### config.mk
export PLATFORM = sky130hd
export DESIGN_NAME = vlc_bit_packer_flat
export DESIGN_NICKNAME = d
export VERILOG_FILES = /design/src/rtl/prores_pkg.sv /design/src/rtl/vlc_bit_packer_if.sv /design/src/rtl/sync_fifo.sv /design/src/rtl/vlc_bit_packer.sv /design/src/flat_wrapper.sv
export SDC_FILE = /design/constraint.sdc
export NUM_CORES = 1
export LEC_CHECK = 0
export BUFFER_PORTS_ARGS = -buffer_cell sky130_fd_sc_hd__buf_2
export CAP_MARGIN = 20
export CORE_MARGIN = 2
export CORE_UTILIZATION = 45
export CTS_CLUSTER_DIAMETER = 100
export DETAILED_ROUTE_END_ITERATION = 8
export GPL_TIMING_DRIVEN = 1
export PLACE_DENSITY = 0.73
export SYNTH_ARGS = -nofsm -noshare
export SYNTH_HDL_FRONTEND = slang
export SYNTH_SLANG_ARGS = --single-unit
### constraint.sdc
create_clock -name clock -period 10.97 [get_ports clock]
set_input_delay 1.6455 -clock clock [delete_from_list [all_inputs] [get_ports clock]]
set_output_delay 1.6455 -clock clock [all_outputs]
set_load 0.01 [all_outputs]
### src/rtl/prores_pkg.sv
// Shared encoder constants.
//  WORD_W      bitstream word width; also the maximum codeword length
//  LEN_W       width of a codeword-length field; must hold WORD_W
//  FIFO_DEPTH  default output FIFO depth for the bit packer (power of two)
package prores_pkg;
  localparam int WORD_W     = 32;
  localparam int LEN_W      = 6;
  localparam int FIFO_DEPTH = 4;
endpackage

### src/rtl/vlc_bit_packer_if.sv
// Codeword-in / word-out bus of the VLC bit packer.
//  in_enable/in_code/in_len/in_flush : codeword stream from the VLC coders (no backpressure)
//  out_valid/out_data/out_ready      : packed-word stream to the consumer
//  slave  : the packer side
//  master : the sequencer/consumer side
interface vlc_bit_packer_if;
  import prores_pkg::*;
  logic              in_enable;
  logic [WORD_W-1:0] in_code;
  logic [LEN_W-1:0]  in_len;
  logic              in_flush;
  logic              out_valid;
  logic [WORD_W-1:0] out_data;
  logic              out_ready;

  modport slave  (input  in_enable, in_code, in_len, in_flush, out_ready,
                  output out_valid, out_data);
  modport master (output in_enable, in_code, in_len, in_flush, out_ready,
                  input  out_valid, out_data);
endinterface

### src/rtl/sync_fifo.sv
// First-word-fall-through synchronous FIFO.
//  clock, reset_n : clock, async active-low reset
//  clear          : synchronous empty
//  push/din       : write a word (accepted when not full, or when popping the same cycle)
//  pop            : discard the head (ignored when empty)
//  dout           : head word, 0 while empty
//  full/empty     : occupancy flags
module sync_fifo #(
  parameter int WIDTH = 32,
  parameter int DEPTH = 4
) (
  input  logic             clock,
  input  logic             reset_n,
  input  logic             clear,
  input  logic             push,
  input  logic             pop,
  input  logic [WIDTH-1:0] din,
  output logic [WIDTH-1:0] dout,
  output logic             full,
  output logic             empty
);
  localparam int AW = $clog2(DEPTH);

  logic [WIDTH-1:0] mem [DEPTH];
  logic [AW:0]      wr_ptr, rd_ptr;
  logic             wr_en, rd_en;

  // Pointers carry one wrap bit so full and empty are distinguishable.
  assign empty = (wr_ptr == rd_ptr);
  assign full  = (wr_ptr[AW] != rd_ptr[AW]) && (wr_ptr[AW-1:0] == rd_ptr[AW-1:0]);
  assign rd_en = pop & ~empty;
  assign wr_en = push & (~full | rd_en);
  assign dout  = empty ? '0 : mem[rd_ptr[AW-1:0]];

  always_ff @(posedge clock or negedge reset_n) begin
    if (!reset_n) begin
      wr_ptr <= '0;
      rd_ptr <= '0;
    end else if (clear) begin
      wr_ptr <= '0;
      rd_ptr <= '0;
    end else begin
      if (wr_en) wr_ptr <= wr_ptr + (AW+1)'(1);
      if (rd_en) rd_ptr <= rd_ptr + (AW+1)'(1);
    end
  end

  always_ff @(posedge clock) begin
    if (wr_en && !clear) mem[wr_ptr[AW-1:0]] <= din;
  end
endmodule

### src/rtl/vlc_bit_packer.sv
// Packs right-aligned (code, len) VLC codewords into MSB-first WORD_W-bit words.
//  clock, reset_n : clock, async active-low reset
//  clear_n        : sync active-low clear from the sequencer
//  bus            : codeword input / packed-word output (vlc_bit_packer_if.slave)
//  flush_done     : one-cycle pulse when a flush has completed
//  bit_count      : codeword bits appended since reset/clear (pad excluded)
//  overflow       : sticky, a completed word was dropped on a full FIFO
module vlc_bit_packer
  import prores_pkg::*;
#(
  parameter int DEPTH = FIFO_DEPTH
) (
  input  logic                clock,
  input  logic                reset_n,
  input  logic                clear_n,
  vlc_bit_packer_if.slave     bus,
  output logic                flush_done,
  output logic [31:0]         bit_count,
  output logic                overflow
);
  localparam int ACC_W = 2 * WORD_W;
  localparam logic [LEN_W:0]   WORD_L = WORD_W[LEN_W:0];
  localparam logic [LEN_W:0]   ACC_L  = ACC_W[LEN_W:0];
  localparam logic [LEN_W-1:0] LEN_MAX = WORD_W[LEN_W-1:0];

  typedef enum logic [1:0] {RUN, PAD, DONE} state_t;

  state_t             state_q, state_d;
  logic [ACC_W-1:0]   acc_q, acc_d;     // valid bits left-aligned at the MSB
  logic [LEN_W-1:0]   fill_q, fill_d;
  logic [LEN_W-1:0]   len_c;
  logic [LEN_W:0]     total, sh;
  logic [ACC_W-1:0]   code_ext, merged;
  logic               append, push, pop, fifo_full, fifo_empty;
  logic [WORD_W-1:0]  push_data;

  always_comb begin
    len_c    = (bus.in_len > LEN_MAX) ? LEN_MAX : bus.in_len;
    append   = (state_q == RUN) && bus.in_enable && (len_c != '0);
    code_ext = {{WORD_W{1'b0}}, bus.in_code} & ~({ACC_W{1'b1}} << len_c);
    total    = {1'b0, fill_q} + {1'b0, len_c};
    // Slot the new code just below the existing fill bits.
    sh       = ACC_L - total;
    merged   = acc_q | (code_ext << sh);

    state_d   = state_q;
    acc_d     = acc_q;
    fill_d    = fill_q;
    push      = 1'b0;
    push_data = acc_q[ACC_W-1 -: WORD_W];
    case (state_q)
      RUN: begin
        if (append) begin
          if (total >= WORD_L) begin
            push      = 1'b1;
            push_data = merged[ACC_W-1 -: WORD_W];
            acc_d     = merged << WORD_W;
            fill_d    = LEN_W'(total - WORD_L);
          end else begin
            acc_d  = merged;
            fill_d = total[LEN_W-1:0];
          end
        end
        if (bus.in_flush) state_d = PAD;
      end
      PAD: begin
        // Bits below the fill are already zero, so the head is the padded word.
        push    = (fill_q != '0);
        acc_d   = '0;
        fill_d  = '0;
        state_d = DONE;
      end
      DONE:    state_d = RUN;
      default: state_d = RUN;
    endcase
  end

  assign pop           = bus.out_valid & bus.out_ready;
  assign bus.out_valid = ~fifo_empty;
  assign flush_done    = (state_q == DONE);

  always_ff @(posedge clock or negedge reset_n) begin
    if (!reset_n) begin
      state_q   <= RUN;
      acc_q     <= '0;
      fill_q    <= '0;
      bit_count <= '0;
      overflow  <= 1'b0;
    end else if (!clear_n) begin
      state_q   <= RUN;
      acc_q     <= '0;
      fill_q    <= '0;
      bit_count <= '0;
      overflow  <= 1'b0;
    end else begin
      state_q   <= state_d;
      acc_q     <= acc_d;
      fill_q    <= fill_d;
      if (append) bit_count <= bit_count + 32'(len_c);
      if (push && fifo_full && !pop) overflow <= 1'b1;
    end
  end

  sync_fifo #(.WIDTH(WORD_W), .DEPTH(DEPTH)) u_fifo (
    .clock   (clock),
    .reset_n (reset_n),
    .clear   (~clear_n),
    .push    (push),
    .pop     (pop),
    .din     (push_data),
    .dout    (bus.out_data),
    .full    (fifo_full),
    .empty   (fifo_empty)
  );
endmodule

### src/flat_wrapper.sv
// flat-port wrapper written by rule: the top's interface ports become plain ports
module vlc_bit_packer_flat import prores_pkg::*;
#(
  parameter int DEPTH = FIFO_DEPTH
)
  (clock, reset_n, clear_n, flush_done, bit_count, overflow, bus_in_enable, bus_in_code, bus_in_len, bus_in_flush, bus_out_ready, bus_out_valid, bus_out_data);
  vlc_bit_packer_if bus_i ();
  input  logic clock;
  input  logic reset_n;
  input  logic clear_n;
  output logic flush_done;
  output logic [31:0] bit_count;
  output logic overflow;
  input wire logic [$bits(bus_i.in_enable)-1:0] bus_in_enable;
  input wire logic [$bits(bus_i.in_code)-1:0] bus_in_code;
  input wire logic [$bits(bus_i.in_len)-1:0] bus_in_len;
  input wire logic [$bits(bus_i.in_flush)-1:0] bus_in_flush;
  input wire logic [$bits(bus_i.out_ready)-1:0] bus_out_ready;
  output wire logic [$bits(bus_i.out_valid)-1:0] bus_out_valid;
  output wire logic [$bits(bus_i.out_data)-1:0] bus_out_data;
  assign bus_i.in_enable = bus_in_enable;
  assign bus_i.in_code = bus_in_code;
  assign bus_i.in_len = bus_in_len;
  assign bus_i.in_flush = bus_in_flush;
  assign bus_i.out_ready = bus_out_ready;
  assign bus_out_valid = bus_i.out_valid;
  assign bus_out_data = bus_i.out_data;
  vlc_bit_packer #(.DEPTH(DEPTH)) u_core (.clock(clock), .reset_n(reset_n), .clear_n(clear_n), .bus(bus_i), .flush_done(flush_done), .bit_count(bit_count), .overflow(overflow));
endmodule
==> flow_summary.ini, run 1 <==
[drt]
vias_per_cell = 6.438
drc = 0
first_iter_violations = 1322
via_count = 11950
wl_per_cell_um = 21.95
wirelength_um = 40740
ant_nets = 0
first_pass_iters = 5

[synth]
synth_top_family_by_area = compound AO/OA/AOI/OAI gates
ys.flop_type = edfxtp_1
synth_compound_area_frac = 0.1974
ys_seq_area_frac = 0.4607
synthArstFlopShare = 0.4644
synthDistinctLibCells = 89
synth_xor_area_frac = 0.02751
synth_simple_gate_area_frac = 0.1557
synthAdderAreaFrac = 0.01950
synth_seq_cells = 239
synthCells = 1373
syn_area_per_cell_sq_um = 10.47
yosys_warnings = 0
synth_nets = 1435
synth-edff-count = 128
syn-cell-area_sq_mm = 0.01437
synth_mux_area_frac = 0.09916

[power_and_ir_drop]
power_leakage_nw = 6.272
total_power_mw = 2.997
p_per_area_mw_per_mm2 = 186.3
max-vdd-ir-drop_mv = 0.09413

[floorplan]
fp.dieW_um = 182.7
dieArea_sq_mm = 0.03338
start_util = 0.4566
rows = 65
coreArea_sq_mm = 0.03147
io_pins = 111
die_y_um = 182.7

[critical_path]
required_ns = 11.28
crit_path_max_incr_delay_ns = 1.05
reg2reg_to = u_core.u_fifo.mem[0][31]$_DFFE_PP_
crit_chain = buf_2 > nor2b_1 > ha_2 > clkinv_1 > ha_1 > buf_4 > clkinv_1 > a221oi_1 > mux2i_1 > mux2i_1 > nand2_1 > o21bai_1
worstSetupPathType = in2reg
ff2ff_setup_slack_ns = 5.21
slowest_stage = ha_2
critPathMaxFanout = 56
crit_buf_inv = 4
rr_startpoint = u_core.fill_q[0]$_DFFE_PN0P_
worstSetupEndpointType = flip-flop
crit_family = buffers and inverters
r2r_cells = 10
cp_data_arrival_time_ns = 7.54
start_kind = input port

[clock_network]
cts_setup_buffers = 0
cts_resized = 0
cts_tree = done
numCtsBuffers = 25
cts_max_path_buffers = 3
cts-hold-fix-buffers = 0
clk_latency_ns = 0.52
root_buffer = clkbuf_16
cts.sinks = 239
clkTransAtPathRegs_ns = 0.06
htree_levels = 1

[cells_and_area]
mostFrequentLayoutCell = edfxtp_1
nFillCells = 2799
area_delta_synth_final_pct = 11.90
layout.nets = 1498
drive_above_1_share = 0.1754
most-common-layout-cells = edfxtp_1 (128), dfrtp_1 (110), buf_2 (109), nor2_1 (107), nand2_1 (104)
antennaDiodeCount = 0
multi_input_area_sq_mm = 0.007181
regArea_sq_mm = 0.006623

[global_route]
grt_overflow = 0
gr-usage-all-layers = 0.2426
antenna_found_initial = 0
grt_max_degree = 69
grt_first_pass_wirelength_um = 64290
grt_pass1_vias = 11320

[place]
dp_slack_ns = 3.364
place.gp.congestion = 1.008
port-buffer-count = 110
hpwl_um = 28060

[timing]
finalHoldViolCount = 0
rsz0062_at_grt = no
finalSetupViolCount = 0
fmax_ghz = 0.1383
worst_pin_slew_ns = 1.143
finalSetupTns_ns = 0
final_max_slew_viol_count = 0
fin_skew_ns = 0.01339
slew_headroom = 0.2378
worst_slack_ns = 3.738
post-route-period-util = 0.6593
min_period_ns = 7.233

[min_path]
holdPathEnd = u_core.acc_q[24]$_DFFE_PN0P_
worstHoldStart = u_core.acc_q[24]$_DFFE_PN0P_
hp-class = reg2reg
holdPathStages = 2

[status]
status = finished, final reports clean

[job]
maxCapViolations = 0
## synthesized netlist by cell type, types with 5 or more instances
cell | number | area, sq um
o211ai_1 | 20 | 150.1
mux2_2 | 7 | 78.83
o31ai_1 | 18 | 135.1
xor2_1 | 7 | 61.31
buf_1 | 6 | 22.52
a211oi_1 | 32 | 240.2
a21oi_1 | 75 | 375.4
o21ai_0 | 76 | 380.4
o21bai_1 | 27 | 202.7
a221oi_1 | 5 | 43.79
edfxtp_1 | 128 | 3844
nand2b_1 | 15 | 93.84
inv_1 | 24 | 90.09
nand2_1 | 104 | 390.4
o221ai_1 | 26 | 227.7
nand3_1 | 19 | 95.09
buf_2 | 34 | 170.2
a311oi_1 | 7 | 61.31
buf_4 | 11 | 82.58
and2_1 | 19 | 118.9
and3_1 | 21 | 131.4
mux4_2 | 38 | 855.8
ha_1 | 16 | 200.2
o22ai_1 | 12 | 75.07
nor3_1 | 49 | 245.2
nor2b_1 | 38 | 237.7
o21ai_1 | 5 | 25.02
mux2i_1 | 49 | 490.5
nand4_1 | 15 | 93.84
nor2_1 | 108 | 405.4
a31o_2 | 5 | 43.79
a21o_1 | 19 | 142.6
o21a_1 | 7 | 52.55
nor4_1 | 10 | 62.56
xnor2_1 | 29 | 254.0
or2_1 | 5 | 31.28
a22oi_1 | 10 | 75.07
dfrtp_1 | 111 | 2778
clkbuf_1 | 45 | 168.9
a31oi_1 | 20 | 125.1
or3_1 | 8 | 50.05
## logic make-up after synthesis
logic type,after synthesis
simple gates,441
compound gates,412
fa+ha+maj,22
buf+inv,125
mux,94
xor+xnor,40
flops,239
## cell type report
cell class	count	share of cell area
flip-flops and latches	239	0.4118
multi-input cells	1009	0.4465
inverters	26	0.006068
clock buffers	30	0.04131
well taps	402	0.03127
repair buffers	135	0.04839
clock inverters	15	0.01470
## worst min-delay path: stages, from the launching register on
cell and delay [ns]:
dfrtp_1 0.34, nand2_1 0.04, o21ai_0 0.06
## worst max path at each step
| stage | start | to | cells past startpoint |
|---|---|---|---|
| 2_1_floorplan | bus_in_len[0] | u_core.u_fifo.mem[0][0]$_DFFE_PP_ | 11 |
| 3_3_place_gp | bus_in_len[5] | u_core.u_fifo.mem[0][7]$_DFFE_PP_ | 12 |
| 3_5_place_dp | bus_in_len[5] | u_core.u_fifo.mem[0][18]$_DFFE_PP_ | 14 |
| 4_1_cts | bus_in_len[5] | u_core.u_fifo.mem[1][18]$_DFFE_PP_ | 14 |
| 5_1_grt | bus_in_len[5] | u_core.u_fifo.mem[0][18]$_DFFE_PP_ | 14 |
| 6_report | bus_in_len[5] | u_core.u_fifo.mem[0][31]$_DFFE_PP_ | 12 |
## sequential cells by signal (all words and copies together) (netlist names)
name and count:
u_core.acc_q 64, u_core.u_fifo.rd_ptr 3, u_core.overflow 1, u_core.bit_count 32
u_core.u_fifo.wr_ptr 3, u_core.fill_q 6, u_core.u_fifo.mem 128, u_core.state_q 2
## report_power, final
part           switching (mW)  internal [mW]  total [mW]
clock network           0.348          0.574       0.922
registers              0.0204           1.01        1.03
logic                   0.674          0.368        1.04
## per-stage QoR
| stage | hold WS (ns) | instance area (sq um) | utilization | instances |
|---|---|---|---|---|
| finish | 0.4807 | 16080 | 0.5110 | 1856 |
| floorplan | 0.4372 | 14370 | - | 1373 |
| CTS | 0.4831 | 16050 | 0.5100 | 1854 |
| detailed placement | 0.4675 | 15150 | 0.4813 | 1809 |
| global route | 0.4973 | 16080 | 0.5110 | 1856 |
| global placement | 0.4594 | 15120 | 0.4805 | 1808 |
## per-layer routing
metal	part of all wire	GRT usage	vias up
met1	0.45	0.3612	5925
met5	0	0	-
met4	0.022	0.06290	0
met3	0.073	0.03273	76
met2	0.45	0.3746	564
li1	-	-	5384
No activity file was read; power rests on OpenSTA's default activity.
==> run 2: changes to the inputs <==
==> constraint.sdc (replaced) <==
create_clock -name clock -period 6.8 [get_ports clock]
set_input_delay 1.02 -clock clock [delete_from_list [all_inputs] [get_ports clock]]
set_output_delay 1.02 -clock clock [all_outputs]
set_load 0.01 [all_outputs]
==> flow_summary.ini, run 2 (synthesis results as in run 1) <==
[clock_network]
htree_levels = 1
cts-hold-fix-buffers = 0
cts_max_path_buffers = 3
cts_tree = done
cts_resized = 0
cts.sinks = 239
clk_latency_ns = 0.51
root_buffer = clkbuf_16
numCtsBuffers = 25
clkTransAtPathRegs_ns = 0.06
cts_setup_buffers = 0

[timing]
rsz0062_at_grt = no
finalSetupTns_ns = 0
finalSetupViolCount = 0
worst_pin_slew_ns = 1.122
post-route-period-util = 0.7600
final_max_slew_viol_count = 0
worst_slack_ns = 1.632
fin_skew_ns = 0.01195
hold_slack_ns = 0.4819
slew_headroom = 0.2416
fmax_ghz = 0.1935
finalHoldViolCount = 0
min_period_ns = 5.168

[power_and_ir_drop]
p_sw_mw = 1.665
power_leakage_nw = 6.231
share_comb_of_total_power = 0.356
p_per_area_mw_per_mm2 = 292.2
p_int_mw = 3.013
max-vdd-ir-drop_mv = 0.1872
p_clk_frac = 0.289
pwr-share-seq = 0.355
switching_share = 0.3559

[drt]
wirelength_um = 38970
met1_length_um = 17500
via_count = 11840
ant_nets = 0
topRoutingLayerUsed = met4
drc = 0
first_iter_violations = 1527
dr_wl_met3_um = 3086
first_pass_iters = 5
wl_met2_um = 17480
vias_per_cell = 6.368
wl_per_cell_um = 20.96

[cells_and_area]
largest_reg_flops = 128
fin_area_sq_mm = 0.01601
drive_above_1_share = 0.1757
antennaDiodeCount = 0
nFillCells = 2787
multi_input_area_sq_mm = 0.007181
mostFrequentLayoutCell = edfxtp_1
area_delta_synth_final_pct = 11.40
layout.cells.non_filler = 1859
most-common-layout-cells = edfxtp_1 (128), buf_2 (110), dfrtp_1 (110), nor2_1 (107), nand2_1 (104)
layout.nets = 1502
regArea_sq_mm = 0.006623

[critical_path]
required_ns = 7.05
crit_path_max_incr_delay_ns = 0.74
crit_family = compound AO/OA/AOI/OAI gates
cp_data_arrival_time_ns = 5.42
critPathMaxFanout = 33
crit_buf_inv = 2
worstSetupEndpointType = flip-flop
crit_chain = buf_2 > nor2b_1 > fa_1 > inv_1 > ha_1 > xor3_2 > a2111oi_0 > a311oi_1 > o211ai_1 > o31ai_1 > mux2i_1 > a22oi_1 > o21bai_1
worstSetupPathType = in2reg
start_kind = input port
slowest_stage = a2111oi_0

[floorplan]
die_y_um = 182.7
coreArea_sq_mm = 0.03147
dieArea_sq_mm = 0.03338
start_util = 0.4566
fp.dieW_um = 182.7
rows = 65
io_pins = 111

[global_route]
antenna_found_initial = 0
grt_overflow = 0
gr-usage-all-layers = 0.2303
grt_max_degree = 71
grt_first_pass_wirelength_um = 61910
grt_pass1_vias = 11160

[place]
port-buffer-count = 110
dp_slack_ns = 1.339
hpwl_um = 27590
place.gp.congestion = 0.9646
place_inst = 1814
placed_area_sq_mm = 0.01519

[min_path]
hp-class = reg2reg

[job]
maxCapViolations = 0

[status]
status = finished, final reports clean
-- run 2: changes by cell type in the layout (fill, tap and decap cells not counted) --
cell / previous run / this run
clkinv_2: 6 / 3
clkinv_8: 0 / 1
bufinv_16: 6 / 2
clkbuf_2: 1 / 0
clkbuf_16: 25 / 26
clkinv_4: 2 / 4
clkinv_1: 2 / 4
buf_16: 2 / 1
buf_4: 23 / 28
clkbuf_8: 2 / 0
buf_2: 109 / 110
clkinvlp_4: 0 / 2
-- run 2: stage by stage --
stage | utilization | power [mW]
2_1_floorplan | - | 2.845
3_3_place_gp | 0.4817 | 3.295
3_5_place_dp | 0.4825 | 3.324
4_1_cts | 0.5086 | 4.668
5_1_grt | 0.5087 | 4.888
6_report | 0.5087 | 4.678
-- run 2: path summary, 6_finish.rpt --
kind / slack (ns) / from / endpoint / cells after the start
max reg2reg: 2.35 / u_core.fill_q[0]$_DFFE_PN0P_ / u_core.u_fifo.mem[2][30]$_DFFE_PP_ / 12
min in group asynchronous: 0.50 / reset_n / u_core.bit_count[28]$_DFFE_PN0P_ / 1
min: 0.48 / u_core.acc_q[24]$_DFFE_PN0P_ / u_core.acc_q[24]$_DFFE_PN0P_ / 2
max: 1.63 / bus_in_len[1] / u_core.u_fifo.mem[2][30]$_DFFE_PP_ / 13
max in group asynchronous: 4.96 / reset_n / u_core.u_fifo.rd_ptr[0]$_DFFE_PN0P_ / 2
min reg2reg: 0.48 / u_core.acc_q[24]$_DFFE_PN0P_ / u_core.acc_q[24]$_DFFE_PN0P_ / 2
-- run 2: metal layers --
layer	global-route usage	up-vias
met2	0.3574	574
met4	0.05968	0
met5	0	-
li1	-	5393
met3	0.03173	68
met1	0.3409	5804
-- run 2: final cells by class --
type | count | share of cell area
inverter | 26 | 0.006095
timing repair buffer | 139 | 0.04923
clock inverter | 15 | 0.009846
multi-input combinational | 1009 | 0.4485
clock buffer | 29 | 0.04134
tap | 402 | 0.03141
sequential | 239 | 0.4136
-- run 2: power by group through the flow --
| stage | combinational (mW) | sequential, mW | clock [mW] |
|---|---|---|---|
| 2_1_floorplan | 1.16 | 1.68 | 0 |
| 3_3_place_gp | 1.61 | 1.69 | 0 |
| 3_5_place_dp | 1.63 | 1.69 | 0 |
| 4_1_cts | 1.64 | 1.66 | 1.37 |
| 5_1_grt | 1.80 | 1.67 | 1.42 |
| 6_report | 1.66 | 1.66 | 1.35 |
-- run 2: worst register-to-register path: cells and delay by family (launching register included) --
kind	cells	cell delay [ns]
AO/OA/AOI/OAI	6	1.79
adder cells (fa/ha/maj)	3	0.95
XOR/XNOR	1	0.56
flip-flops	1	0.42
multiplexers	1	0.37
buffers and inverters	1	0.09
==> run 3: changes to the inputs <==
==> constraint.sdc (replaced) <==
create_clock -name clock -period 4.97 [get_ports clock]
set_input_delay 0.7455 -clock clock [delete_from_list [all_inputs] [get_ports clock]]
set_output_delay 0.7455 -clock clock [all_outputs]
set_load 0.01 [all_outputs]
==> flow_summary.ini, run 3 (synthesis results as in run 1) <==
[cells_and_area]
antennaDiodeCount = 0
largest_reg_flops = 128
drive_above_1_share = 0.1892
nFillCells = 2802
area_delta_synth_final_pct = 13.44
regArea_sq_mm = 0.006623
most-common-layout-cells = edfxtp_1 (128), dfrtp_1 (110), buf_2 (109), nor2_1 (107), nand2_1 (104)
layout.nets = 1529
multi_input_area_sq_mm = 0.007181
mostFrequentLayoutCell = edfxtp_1

[timing]
fmax_ghz = 0.2282
worst_slack_ns = 0.5874
post-route-period-util = 0.8818
finalHoldViolCount = 0
finalSetupTns_ns = 0
finalSetupViolCount = 0
final_max_slew_viol_count = 0
min_period_ns = 4.383
slew_headroom = 0.2763
worst_pin_slew_ns = 1.078
fin_skew_ns = 0.02921
rsz0062_at_grt = no

[drt]
first_iter_violations = 1276
wl_per_cell_um = 21.54
drc = 0
first_pass_iters = 6
ant_nets = 0
via_count = 11930
wirelength_um = 40650
vias_per_cell = 6.321

[critical_path]
cp_num_cells = 14
worstSetupEndpointType = flip-flop
reg2reg_to = u_core.u_fifo.mem[0][15]$_DFFE_PP_
crit_path_max_incr_delay_ns = 0.58
required_ns = 5.25
crit_buf_inv = 2
worstSetupPathType = in2reg
start_kind = input port
crit_chain = buf_2 > nor2b_1 > ha_2 > fa_1 > inv_1 > ha_1 > xor3_2 > a2111oi_2 > a21oi_1 > a221oi_1 > mux2i_1 > nor3_1 > o21ai_0 > o21bai_1
critPathMaxFanout = 15
r2r_cells = 12
ff2ff_setup_slack_ns = 0.74
slowest_stage = a221oi_1
crit_family = compound AO/OA/AOI/OAI gates
cp_data_arrival_time_ns = 4.66
rr_startpoint = u_core.fill_q[0]$_DFFE_PN0P_

[clock_network]
numCtsBuffers = 25
htree_levels = 1
root_buffer = clkbuf_16
cts_tree = done
cts_setup_buffers = 0
cts_max_path_buffers = 3
cts.sinks = 239
cts_resized = 0
clkTransAtPathRegs_ns = 0.07
clk_latency_ns = 0.54
cts-hold-fix-buffers = 0

[power_and_ir_drop]
power_leakage_nw = 6.390
max-vdd-ir-drop_mv = 0.2336
p_per_area_mw_per_mm2 = 397.2

[floorplan]
coreArea_sq_mm = 0.03147
die_y_um = 182.7
dieArea_sq_mm = 0.03338
start_util = 0.4566
fp.dieW_um = 182.7
rows = 65
io_pins = 111

[global_route]
gr-usage-all-layers = 0.2421
grt_overflow = 0
grt_first_pass_wirelength_um = 64180
antenna_found_initial = 0
grt_max_degree = 56
grt_pass1_vias = 11240

[place]
dp_slack_ns = 0.2084
port-buffer-count = 110
place.gp.congestion = 0.9470
hpwl_um = 28990

[status]
status = finished, final reports clean

[job]
maxCapViolations = 0

[min_path]
hp-class = in2async
run 3: changes by cell type in the layout (fill, tap and decap cells not counted), sizes merged:
| cell | previous run | this run |
|---|---|---|
| inv | 25 | 26 |
| buf | 139 | 166 |
| clkinvlp | 2 | 0 |
| clkbuf | 29 | 36 |
| bufinv | 2 | 1 |
| clkinv | 12 | 8 |
run 3: report_power, final:
part | total [mW] | internal, mW | switching [mW]
Combinational | 2.35 | 0.878 | 1.47
Clock | 1.82 | 1.05 | 0.774
Sequential | 2.31 | 2.23 | 0.0725
run 3: cell type report:
| class | count | area share |
|---|---|---|
| clock buffer | 36 | 0.04336 |
| inverter | 26 | 0.005986 |
| multi-input combinational | 1009 | 0.4404 |
| timing repair buffer | 166 | 0.06784 |
| tap | 402 | 0.03085 |
| clock inverter | 9 | 0.005372 |
| sequential | 239 | 0.4062 |
run 3: worst register-to-register path: cells and delay by family, from the launching register on:
kind                     cells  cell delay, ns
adder cells (fa/ha/maj)      3            0.95
XOR/XNOR                     1            0.45
AO/OA/AOI/OAI                5            1.61
flip-flops                   1            0.41
buffers and inverters        1            0.10
multiplexers                 1            0.29
AND/OR/NAND/NOR              1            0.18
run 3: worst max path at each step:
stage / start / endpoint / slack (ns)
final: bus_in_len[0] / u_core.u_fifo.mem[0][15]$_DFFE_PP_ / 0.59
after global routing: bus_in_len[0] / u_core.u_fifo.mem[0][29]$_DFFE_PP_ / 0.31
after CTS: bus_in_len[0] / u_core.u_fifo.mem[0][15]$_DFFE_PP_ / 0.75
after detailed placement: bus_in_len[0] / u_core.u_fifo.mem[0][31]$_DFFE_PP_ / 0.21
after global placement: bus_in_len[0] / u_core.u_fifo.mem[0][28]$_DFFE_PP_ / 0.35
after floorplan: bus_in_len[0] / u_core.u_fifo.mem[0][0]$_DFFE_PP_ / 0.40
run 3: routing by layer:
metal / wire length [um] / vias to the layer above / GRT usage / part of all wire
li1: - / 5450 / - / -
met1: 18620 / 5854 / 0.3612 / 0.46
met2: 17690 / 535 / 0.3647 / 0.44
met3: 2850 / 88 / 0.02794 / 0.070
met4: 1486 / 0 / 0.08774 / 0.037
met5: 0 / - / 0 / 0
run 3: stage by stage:
stage | total power, mW | util | area [sq um] | hold slack, ns | std cells
after floorplan | 3.892 | - | 14370 | 0.4372 | 1373
after global placement | 4.617 | 0.4919 | 15480 | 0.4543 | 1841
after detailed placement | 4.652 | 0.4928 | 15510 | 0.4550 | 1842
after CTS | 6.472 | 0.5180 | 16300 | 0.1119 | 1887
after global routing | 6.777 | 0.5180 | 16300 | 0.1295 | 1887
final | 6.476 | 0.5180 | 16300 | 0.1148 | 1887
